**config.mk**
```make
export PLATFORM = sky130hd
export DESIGN_NAME = butterfly_pipe
export DESIGN_NICKNAME = d
export VERILOG_FILES = /design/src/rtl/butterfly_pipe.sv
export SDC_FILE = /design/constraint.sdc
export NUM_CORES = 1
export LEC_CHECK = 0
export CAP_MARGIN = 20
export CELL_PAD_IN_SITES_DETAIL_PLACEMENT = 0
export CELL_PAD_IN_SITES_GLOBAL_PLACEMENT = 2
export CORE_MARGIN = 3
export CORE_UTILIZATION = 25
export CTS_BUF_LIST = sky130_fd_sc_hd__clkbuf_4
export DETAILED_ROUTE_END_ITERATION = 12
export HOLD_SLACK_MARGIN = 0.15
export PLACE_DENSITY = 0.64
export SLEW_MARGIN = 10
export SYNTH_ARGS = -nofsm -noshare
export SYNTH_HDL_FRONTEND = slang
export SYNTH_SLANG_ARGS = --single-unit
export TNS_END_PERCENT = 100
```
**constraint.sdc**
```tcl
create_clock -name clk -period 19.65 [get_ports clk]
set_clock_uncertainty 0.05 [all_clocks]
set_input_delay 3.93 -clock clk [delete_from_list [all_inputs] [get_ports clk]]
set_output_delay 3.93 -clock clk [all_outputs]
set_load 0.02 [all_outputs]
```
**src/rtl/butterfly_pipe.sv**
```systemverilog
// Pipelined, handshaked modular radix-2 butterfly (CT for NTT, GS for INTT), latency 3.
// Whole-pipe stall on output backpressure; one butterfly per clock when unstalled.
module butterfly_pipe #(
   parameter int unsigned DATA_WIDTH = 16,
   parameter int unsigned MODULUS    = 17,
   parameter int unsigned TAG_WIDTH  = 4
) (
   input  logic                  clk,
   input  logic                  rst_n,
   input  logic                  in_valid,
   output logic                  in_ready,
   input  logic                  in_mode,
   input  logic [DATA_WIDTH-1:0] in_u,
   input  logic [DATA_WIDTH-1:0] in_v,
   input  logic [DATA_WIDTH-1:0] in_twiddle,
   input  logic [TAG_WIDTH-1:0]  in_tag,
   output logic                  out_valid,
   input  logic                  out_ready,
   output logic [DATA_WIDTH-1:0] out_a,
   output logic [DATA_WIDTH-1:0] out_b,
   output logic [TAG_WIDTH-1:0]  out_tag,
   output logic                  busy
);

   localparam int unsigned PROD_WIDTH = 2 * DATA_WIDTH;
   localparam logic [DATA_WIDTH-1:0] MOD_D = DATA_WIDTH'(MODULUS);
   localparam logic [DATA_WIDTH:0]   MOD_S = (DATA_WIDTH + 1)'(MODULUS);
   localparam logic [PROD_WIDTH-1:0] MOD_P = PROD_WIDTH'(MODULUS);

   // Operands are already reduced, so one conditional subtract suffices.
   function automatic logic [DATA_WIDTH-1:0] add_mod(input logic [DATA_WIDTH-1:0] x,
                                                     input logic [DATA_WIDTH-1:0] y);
      logic [DATA_WIDTH:0] s;
      s = {1'b0, x} + {1'b0, y};
      if (s >= MOD_S) s = s - MOD_S;
      return s[DATA_WIDTH-1:0];
   endfunction

   function automatic logic [DATA_WIDTH-1:0] sub_mod(input logic [DATA_WIDTH-1:0] x,
                                                     input logic [DATA_WIDTH-1:0] y);
      logic [DATA_WIDTH-1:0] d;
      if (x >= y) d = x - y;
      else        d = MOD_D - (y - x);
      return d;
   endfunction

   logic                  adv;
   logic [DATA_WIDTH-1:0] u_n, v_n, w_n, r;

   logic                  s1_valid_q, s1_valid_d;
   logic                  s1_mode_q, s1_mode_d;
   logic [DATA_WIDTH-1:0] s1_pass_q, s1_pass_d;
   logic [DATA_WIDTH-1:0] s1_mul_q, s1_mul_d;
   logic [DATA_WIDTH-1:0] s1_w_q, s1_w_d;
   logic [TAG_WIDTH-1:0]  s1_tag_q, s1_tag_d;

   logic                  s2_valid_q, s2_valid_d;
   logic                  s2_mode_q, s2_mode_d;
   logic [DATA_WIDTH-1:0] s2_pass_q, s2_pass_d;
   logic [PROD_WIDTH-1:0] s2_prod_q, s2_prod_d;
   logic [TAG_WIDTH-1:0]  s2_tag_q, s2_tag_d;

   logic                  out_valid_q, out_valid_d;
   logic [DATA_WIDTH-1:0] out_a_q, out_a_d;
   logic [DATA_WIDTH-1:0] out_b_q, out_b_d;
   logic [TAG_WIDTH-1:0]  out_tag_q, out_tag_d;

   assign adv       = !out_valid_q || out_ready;
   assign in_ready  = adv;
   assign out_valid = out_valid_q;
   assign out_a     = out_a_q;
   assign out_b     = out_b_q;
   assign out_tag   = out_tag_q;
   assign busy      = s1_valid_q || s2_valid_q || out_valid_q;

   assign u_n = in_u % MOD_D;
   assign v_n = in_v % MOD_D;
   assign w_n = in_twiddle % MOD_D;
   assign r   = DATA_WIDTH'(s2_prod_q % MOD_P);

   // Next-state for all three stages; everything holds when the output is stalled.
   always_comb begin
      s1_valid_d  = s1_valid_q;
      s1_mode_d   = s1_mode_q;
      s1_pass_d   = s1_pass_q;
      s1_mul_d    = s1_mul_q;
      s1_w_d      = s1_w_q;
      s1_tag_d    = s1_tag_q;
      s2_valid_d  = s2_valid_q;
      s2_mode_d   = s2_mode_q;
      s2_pass_d   = s2_pass_q;
      s2_prod_d   = s2_prod_q;
      s2_tag_d    = s2_tag_q;
      out_valid_d = out_valid_q;
      out_a_d     = out_a_q;
      out_b_d     = out_b_q;
      out_tag_d   = out_tag_q;

      if (adv) begin
         s1_valid_d = in_valid;
         if (in_valid) begin
            s1_mode_d = in_mode;
            s1_w_d    = w_n;
            s1_tag_d  = in_tag;
            if (in_mode) begin
               s1_pass_d = add_mod(u_n, v_n);
               s1_mul_d  = sub_mod(u_n, v_n);
            end else begin
               s1_pass_d = u_n;
               s1_mul_d  = v_n;
            end
         end

         s2_valid_d = s1_valid_q;
         if (s1_valid_q) begin
            s2_mode_d = s1_mode_q;
            s2_pass_d = s1_pass_q;
            s2_prod_d = PROD_WIDTH'(s1_mul_q) * PROD_WIDTH'(s1_w_q);
            s2_tag_d  = s1_tag_q;
         end

         out_valid_d = s2_valid_q;
         if (s2_valid_q) begin
            out_tag_d = s2_tag_q;
            if (s2_mode_q) begin
               out_a_d = s2_pass_q;
               out_b_d = r;
            end else begin
               out_a_d = add_mod(s2_pass_q, r);
               out_b_d = sub_mod(s2_pass_q, r);
            end
         end
      end
   end

   always_ff @(posedge clk or negedge rst_n) begin
      if (!rst_n) begin
         s1_valid_q  <= 1'b0;
         s1_mode_q   <= 1'b0;
         s1_pass_q   <= '0;
         s1_mul_q    <= '0;
         s1_w_q      <= '0;
         s1_tag_q    <= '0;
         s2_valid_q  <= 1'b0;
         s2_mode_q   <= 1'b0;
         s2_pass_q   <= '0;
         s2_prod_q   <= '0;
         s2_tag_q    <= '0;
         out_valid_q <= 1'b0;
         out_a_q     <= '0;
         out_b_q     <= '0;
         out_tag_q   <= '0;
      end else begin
         s1_valid_q  <= s1_valid_d;
         s1_mode_q   <= s1_mode_d;
         s1_pass_q   <= s1_pass_d;
         s1_mul_q    <= s1_mul_d;
         s1_w_q      <= s1_w_d;
         s1_tag_q    <= s1_tag_d;
         s2_valid_q  <= s2_valid_d;
         s2_mode_q   <= s2_mode_d;
         s2_pass_q   <= s2_pass_d;
         s2_prod_q   <= s2_prod_d;
         s2_tag_q    <= s2_tag_d;
         out_valid_q <= out_valid_d;
         out_a_q     <= out_a_d;
         out_b_q     <= out_b_d;
         out_tag_q   <= out_tag_d;
      end
   end

endmodule

```
==> results of run 1 <==
==> final cells by class <==
| class | count | area (µm²) |
|---|---|---|
| diodes | 2 | 5.00 |
| clock buffers | 17 | 128 |
| flip-flops and latches | 145 | 3640 |
| well taps | 1500 | 1880 |
| multi-input cells | 2910 | 24000 |
| inverters | 401 | 1510 |
| repair buffers | 463 | 3760 |
| clock inverters | 15 | 180 |
| fillers | 12100 | 77500 |
==> through the flow <==
| step | setup WS (ns) | cells | instance area [µm²] | TNS (ns) | util (%) |
|---|---|---|---|---|---|
| after detailed placement | -0.431 | 5346 | 32800 | -8.46 | 29.1 |
| final | 0.734 | 5453 | 35100 | 0 | 31.2 |
| after global routing | -0.256 | 5452 | 35100 | -2.98 | 31.2 |
| after floorplan | 0.332 | 3625 | 28400 | 0 | - |
| after global placement | -0.300 | 5346 | 32800 | -6.23 | 29.1 |
| after CTS | 0.0205 | 5384 | 33300 | 0 | 29.6 |
==> worst max-delay path: cells and delay by family, from the launching register on <==
family / cells / cell delay [ns]
compound gates: 32 / 7.73
simple gates: 25 / 5.27
buf+inv: 16 / 2.38
mux: 7 / 1.45
fa+ha+maj: 3 / 0.83
xor+xnor: 4 / 0.60
flops: 1 / 0.47
==> cell usage in the layout (no fill, tap or decap), types with 16 or more instances in the layout <==
cell / synthesis / routed
nand2_1: 450 / 443
inv_1: 399 / 398
buf_4: 4 / 359
nor2_1: 231 / 224
fa_1: 224 / 224
ha_1: 220 / 217
a21oi_1: 216 / 199
o21ai_0: 205 / 189
xnor2_1: 175 / 168
dfrtp_1: 145 / 139
and2_1: 114 / 108
clkdlybuf4s50_1: 0 / 93
nor3_1: 66 / 56
xor2_1: 56 / 53
o21bai_1: 55 / 51
nand3_1: 55 / 48
nand2b_1: 54 / 47
a21o_1: 41 / 39
mux2_2: 41 / 39
o211ai_1: 35 / 35
mux2i_1: 40 / 31
o21a_1: 29 / 29
a211oi_1: 37 / 29
nor2b_1: 32 / 26
a31oi_1: 29 / 25
o21ai_1: 18 / 24
or3_1: 29 / 23
maj3_1: 21 / 21
nand4_1: 21 / 21
or2_2: 20 / 20
o31ai_1: 32 / 20
and3_1: 27 / 20
nor4_1: 28 / 19
clkbuf_4: 0 / 17
a21oi_2: 2 / 16
==> cell families (layout without fill, tap and decap cells) <==
family,count (synthesis),after routing
AOI/OAI and AO/OA,919,920
xor gates and xnor gates,233,233
adders and majority gates,466,466
buffers and inverters,572,896
DFF,145,145
muxes,83,83
other,0,2
and+or+nand+nor,1207,1208
==> what timing repair did <==
action,4_1_cts,5_1_grt
gates resized for setup,26,273
setup buffers,6,64
setup endpoints to repair,32,61
cloned,0,2
pin swaps,5,104
==> metal layers <==
layer  track usage (%)  routed length [µm]
met5                 0                  27
met4              2.57                1090
met2              24.5               41200
met3              1.18                1660
met1              20.7               43400
==> flip-flops by register name (all words and copies together) (netlist names) <==
register    count
out_a          16
out_b          16
out_tag         4
out_valid       1
s1_mode_q       1
s1_mul_q       16
s1_pass_q      16
s1_tag_q        4
s1_valid_q      1
s1_w_q         16
s2_mode_q       1
s2_pass_q      16
s2_prod_q      32
s2_tag_q        4
s2_valid_q      1
==> worst max-delay path by stage <==
stage,from,endpoint,slack [ns],cells after the start
2_1_floorplan,s2_prod_q[27],out_a[15],0.33,92
3_3_place_gp,s2_prod_q[31],out_a[15],-0.30,86
3_5_place_dp,s2_prod_q[31],out_a[12],-0.43,86
4_1_cts,s2_prod_q[30],out_a[12],0.02,88
5_1_grt,s2_prod_q[28],out_a[10],-0.26,90
6_report,s2_prod_q[28],out_a[10],0.73,87
==> summary.md, run 1 <==
| Metric | Value |
|---|---|
| Flops & latches, synth | `145` |
| Core Area | `113000 µm²` |
| Syn nets | `4126` |
| Hold endpoint | `out_tag[3]` |
| Fin crit period | `18.92 ns` |
| Sequential element share of the synthesized area | `12.8%` |
| Adder-cell share of the synthesized area | `26.3%` |
| R2R Setup Slk | `0.73 ns` |
| Mapped Area | `28400 µm²` |
| Routed WL | `87.4 mm` |
| Crit-path slowest cell | `or4_4` |
| Reg clk slew, reported paths | `0.15 ns` |
| Most used cell, CP | `buf_4` |
| Worst-Margin Slew | `0.925 ns` |
| DR iter-0 viols | `1128` |
| Initial antenna violation count | `6` |
| Period utilization | `96.3%` |
| Mux contribution to synthesized area | `3.12%` |
| Number of global-route vias before repair | `25700` |
| Worst EP arrival | `19.38 ns` |
| H-tree depth | `4` |
| Drt first pass iters | `5` |
| First-pass GRT wire length | `141 mm` |
| CP Launch Type | `register` |
| WS Path Type | `register to register` |
| Worst skew pair latency | `0.66 ns` |
| Worst Path Required | `20.11 ns` |
| # port buffers | `95` |
| Synth cell count leaders | `nand2_1, inv_1, nor2_1, fa_1, ha_1` |
| Main flop type after synthesis | `dfrtp_1` |
| Die Area | `118000 µm²` |
| Dpl hpwl | `68.9 mm` |
| Root Driver | `clkbuf_4` |
| I/O pin count | `96` |
| Synth Area in XOR/XNOR | `7.24%` |
| Die width | `343 µm` |
| Top-area cell type share of the netlist area | `15.8%` |
| Worst hold stages | `2` |
| Post-synth ARST share | `100%` |
| Worst flop-to-flop path startpoint | `s2_prod_q[28]` |
| RSZ-0062 raised after global routing | `true` |
| Largest family of logic cells by synthesized area | `adder cells` |
| Relative slew margins | `37.8%` |
| Vias/cell | `4.75` |
| Post-synth EDFFs | `0` |
| Routed length per instance | `16.0 µm` |
| Fmax | `52.9 MHz` |
| Dominant cell type by area after synthesis | `fa_1` |
| Final Max Slew Viols | `0` |
| Endpoints failing hold | `0` |
| Grt ovf | `0` |
| Worst r2r path cells | `87` |
| Worst stage delay on the critical path | `0.55 ns` |
| Effective utilization at floorplan | `25.2%` |
| CTS Sinks | `145` |
| CTS tree | `yes` |
| Cell Rows | `123` |
| Status | `finished clean` |
| GP Congestion | `0.827` |
| Crit end category | `register` |
| Max_cap viols | `0` |
| Most frequent cell after synthesis | `nand2_1` |
| Library cells used by synthesis | `125` |
| Post-route ant nets | `0` |
| Critical-path maximum fanout | `7` |
| Hold path startpoint | `s2_tag_q[3]` |
| Area grow syn2layout | `23.6%` |
| Hold Buf Count CTS | `0` |
| Simple-gate portion of the synthesized area | `20.8%` |
| Cts bufs inserted | `17` |
| Post-synthesis instance total | `3625` |
| DRC Markers | `0` |
| # nets final | `4439` |
| Pin count of the biggest net entering global routing | `83` |
| Synth Area in Compound Gates | `22.1%` |
| Final Hold Slack | `0.438 ns` |
| Layout cells sized above 1 | `18.8%` |
| Largest cells by area after synthesis | `fa_1, dfrtp_1, ha_1, nand2_1, xnor2_1` |
| Max clock buf depth | `2` |
| # setup viols final | `0` |
| Worst r2r dst | `out_a[10]` |
| Vias | `25900` |
| Die Y | `343 µm` |
| Total GRT Usage | `14.6%` |
| Yosys warning total | `0` |
| Min-Delay Path Class | `register to register` |
| Syn Area/Cell | `7.83 µm²` |
Power of run 1 is not shown: default switching activity piles up to over one toggle a cycle in this logic, so the estimate is an artifact.
==> run 2, diff against run 1 <==
--- a/config.mk
+++ b/config.mk
@@ -8,12 +8,13 @@
 export CAP_MARGIN = 20
 export CELL_PAD_IN_SITES_DETAIL_PLACEMENT = 0
 export CELL_PAD_IN_SITES_GLOBAL_PLACEMENT = 2
+export CORE_ASPECT_RATIO = 0.7
 export CORE_MARGIN = 3
-export CORE_UTILIZATION = 25
+export CORE_UTILIZATION = 36
 export CTS_BUF_LIST = sky130_fd_sc_hd__clkbuf_4
 export DETAILED_ROUTE_END_ITERATION = 12
 export HOLD_SLACK_MARGIN = 0.15
-export PLACE_DENSITY = 0.64
+export PLACE_DENSITY = 0.85
 export SLEW_MARGIN = 10
 export SYNTH_ARGS = -nofsm -noshare
 export SYNTH_HDL_FRONTEND = slang
==> run 2 against run 1 <==
Effect of this change: worst setup slack got worse by 0.077 ns; fmax down 0.41%; die area down 30%; highest routed layer is now met4.
==> summary.md, run 2 (synthesized netlist as in run 1, its figures left out) <==
| Metric | Value |
|---|---|
| Number of global-route vias before repair | `24100 (-6.4%)` |
| Setup WS pre-CTS | `-0.447 ns (-0.0162 ns)` |
| Dpl hpwl | `62.7 mm (-9.0%)` |
| Status | `finished clean` |
| Largest register FFs | `32 (unchanged)` |
| Critical-path maximum fanout | `7 (unchanged)` |
| WS Path Type | `register to register` |
| Die width | `342 µm (-0.39%)` |
| Root Driver | `clkbuf_4` |
| Relative slew margins | `38.5% (+0.69 points)` |
| Crit-path slowest cell | `or4_4` |
| Reg clk slew, reported paths | `0.17 ns (+0.02 ns)` |
| I/O pin count | `96 (unchanged)` |
| Grt ovf | `0 (unchanged)` |
| Worst stage delay on the critical path | `0.56 ns (about the same)` |
| Final Hold Slack | `0.432 ns (-0.00611 ns)` |
| CP bufs+invs | `10 (-6)` |
| Reg area | `3630 µm² (about the same)` |
| H-tree depth | `4 (unchanged)` |
| # setup viols final | `0 (unchanged)` |
| Initial antenna violation count | `1 (-5)` |
| Endpoints failing hold | `0 (unchanged)` |
| Worst-Margin Slew | `0.923 ns (-0.00248 ns)` |
| Period utilization | `96.7% (+0.39 points)` |
| Filler cell count | `7694 (-37%)` |
| Finished Cell Area | `34200 µm² (-2.6%)` |
| Cts bufs inserted | `17 (unchanged)` |
| Layout cells sized above 1 | `17.8% (-0.97 points)` |
| Cell Rows | `85 (-31%)` |
| Total GRT Usage | `19.0% (+4.4 points)` |
| Max_cap viols | `0 (unchanged)` |
| Area after DPL | `31800 µm² (-3.0%)` |
| Vias | `26100 (+0.64%)` |
| DRC Markers | `0 (unchanged)` |
| Routed WL | `81.2 mm (-7.1%)` |
| Most used cell, CP | `a21oi_1` |
| Routed length per instance | `16.4 µm (+2.4%)` |
| Max clock buf depth | `2 (unchanged)` |
| Hold Buf Count CTS | `0 (unchanged)` |
| # port buffers | `95 (unchanged)` |
| Multi-input logic area | `24100 µm² (+0.18%)` |
| Final Max Slew Viols | `0 (unchanged)` |
| Most frequent cells in the layout | `nand2_1, inv_1, buf_4, fa_1, nor2_1` |
| Drt first pass iters | `5 (unchanged)` |
| Post-route ant nets | `0 (unchanged)` |
| Worst setup margin | `0.656 ns (-0.0771 ns)` |
| Worst skew pair latency | `0.65 ns (about the same)` |
| Worst EP arrival | `19.44 ns (+0.06 ns)` |
| CTS Sinks | `145 (unchanged)` |
| Fmax | `52.6 MHz (-0.41%)` |
| CTS tree | `yes` |
| Min-Delay Path Class | `register to register` |
| Fin crit period | `18.99 ns (+0.0771 ns)` |
| RSZ-0062 raised after global routing | `true` |
| Crit end category | `register` |
| First-pass GRT wire length | `130 mm (-7.8%)` |
| CP top delay family | `compound AO/OA/AOI/OAI gates` |
| Effective utilization at floorplan | `36.6% (+11 points)` |
| CP Launch Type | `register` |
| Die Y | `241 µm (-30%)` |
| Die Area | `82300 µm² (-30%)` |
| GP Congestion | `0.909 (+10%)` |
| Worst Path Required | `20.10 ns (about the same)` |
| Vias/cell | `5.27 (+11%)` |
| Setup TNS | `0 ns (unchanged)` |
| Top reg by flops | `s2_prod_q` |
| Area grow syn2layout | `20.4%` |
| # nets final | `4385 (-1.2%)` |
| Pin count of the biggest net entering global routing | `89 (+7.2%)` |
| Core Area | `77500 µm² (-31%)` |
| Most common cell after layout, fill and taps aside | `nand2_1` |
| DR iter-0 viols | `1809 (+60%)` |
-- run 2: cell types whose count changed in the layout (fill, tap and decap cells not counted), sizes merged --
| cell | delta |
|---|---|
| bufinv | +2 |
| buf | -55 |
| clkbuf | +3 |
| clkinv | -1 |
| clkinvlp | +1 |
| nor2 | -1 |
| inv | -3 |
-- run 2: tightest hold or removal path, stage by stage (launching register included) --
cell     delay (ns)
dfrtp_1        0.37
nand2_1        0.05
nand2_1        0.05
-- run 2: repair_timing --
item,CTS,global route
gates cloned,0,1
pin swaps,10,132
setup endpoints to repair,32,64
buffers inserted,7,63
resized for setup,36,272
-- run 2: final timing paths --
kind                       slack [ns]    endpoint           from  cells after the start
hold reg to reg                  0.43  out_tag[0]    s2_tag_q[0]                      2
setup reg to reg                 0.66   out_a[15]  s2_prod_q[30]                     90
hold / removal                   0.43  out_tag[0]    s2_tag_q[0]                      2
setup / recovery                 0.66   out_a[15]  s2_prod_q[30]                     90
max in group asynchronous       14.94   s2_mode_q          rst_n                      2
min in group asynchronous        3.29   out_b[13]          rst_n                      1
-- run 2: layout make-up --
| type | count | area share (%) |
|---|---|---|
| repair buffers | 410 | 9.91 |
| well taps | 1044 | 3.82 |
| inverters | 401 | 4.40 |
| clock inverters | 14 | 0.447 |
| diodes | 2 | 0.0146 |
| multi-input cells | 2909 | 70.4 |
| flip-flops and latches | 145 | 10.6 |
| clock buffers | 18 | 0.395 |
-- run 2: routing by layer --
layer / up-vias / GRT usage, % / share of wire (%)
met5: - / 0 / 0
met2: 578 / 26.2 / 40
met4: 0 / 2.13 / 0.61
li1: 13000 / - / -
met1: 12500 / 31.7 / 55
met3: 31 / 2.01 / 4.6
-- run 2: per-stage QoR --
step | std cells | util, %
detailed placement | 4837 | 41.1
floorplan | 3625 | -
global route | 4942 | 44.1
finish | 4943 | 44.1
CTS | 4876 | 41.7
global placement | 4837 | 41.1
Power of run 2 is left out for the same reason.
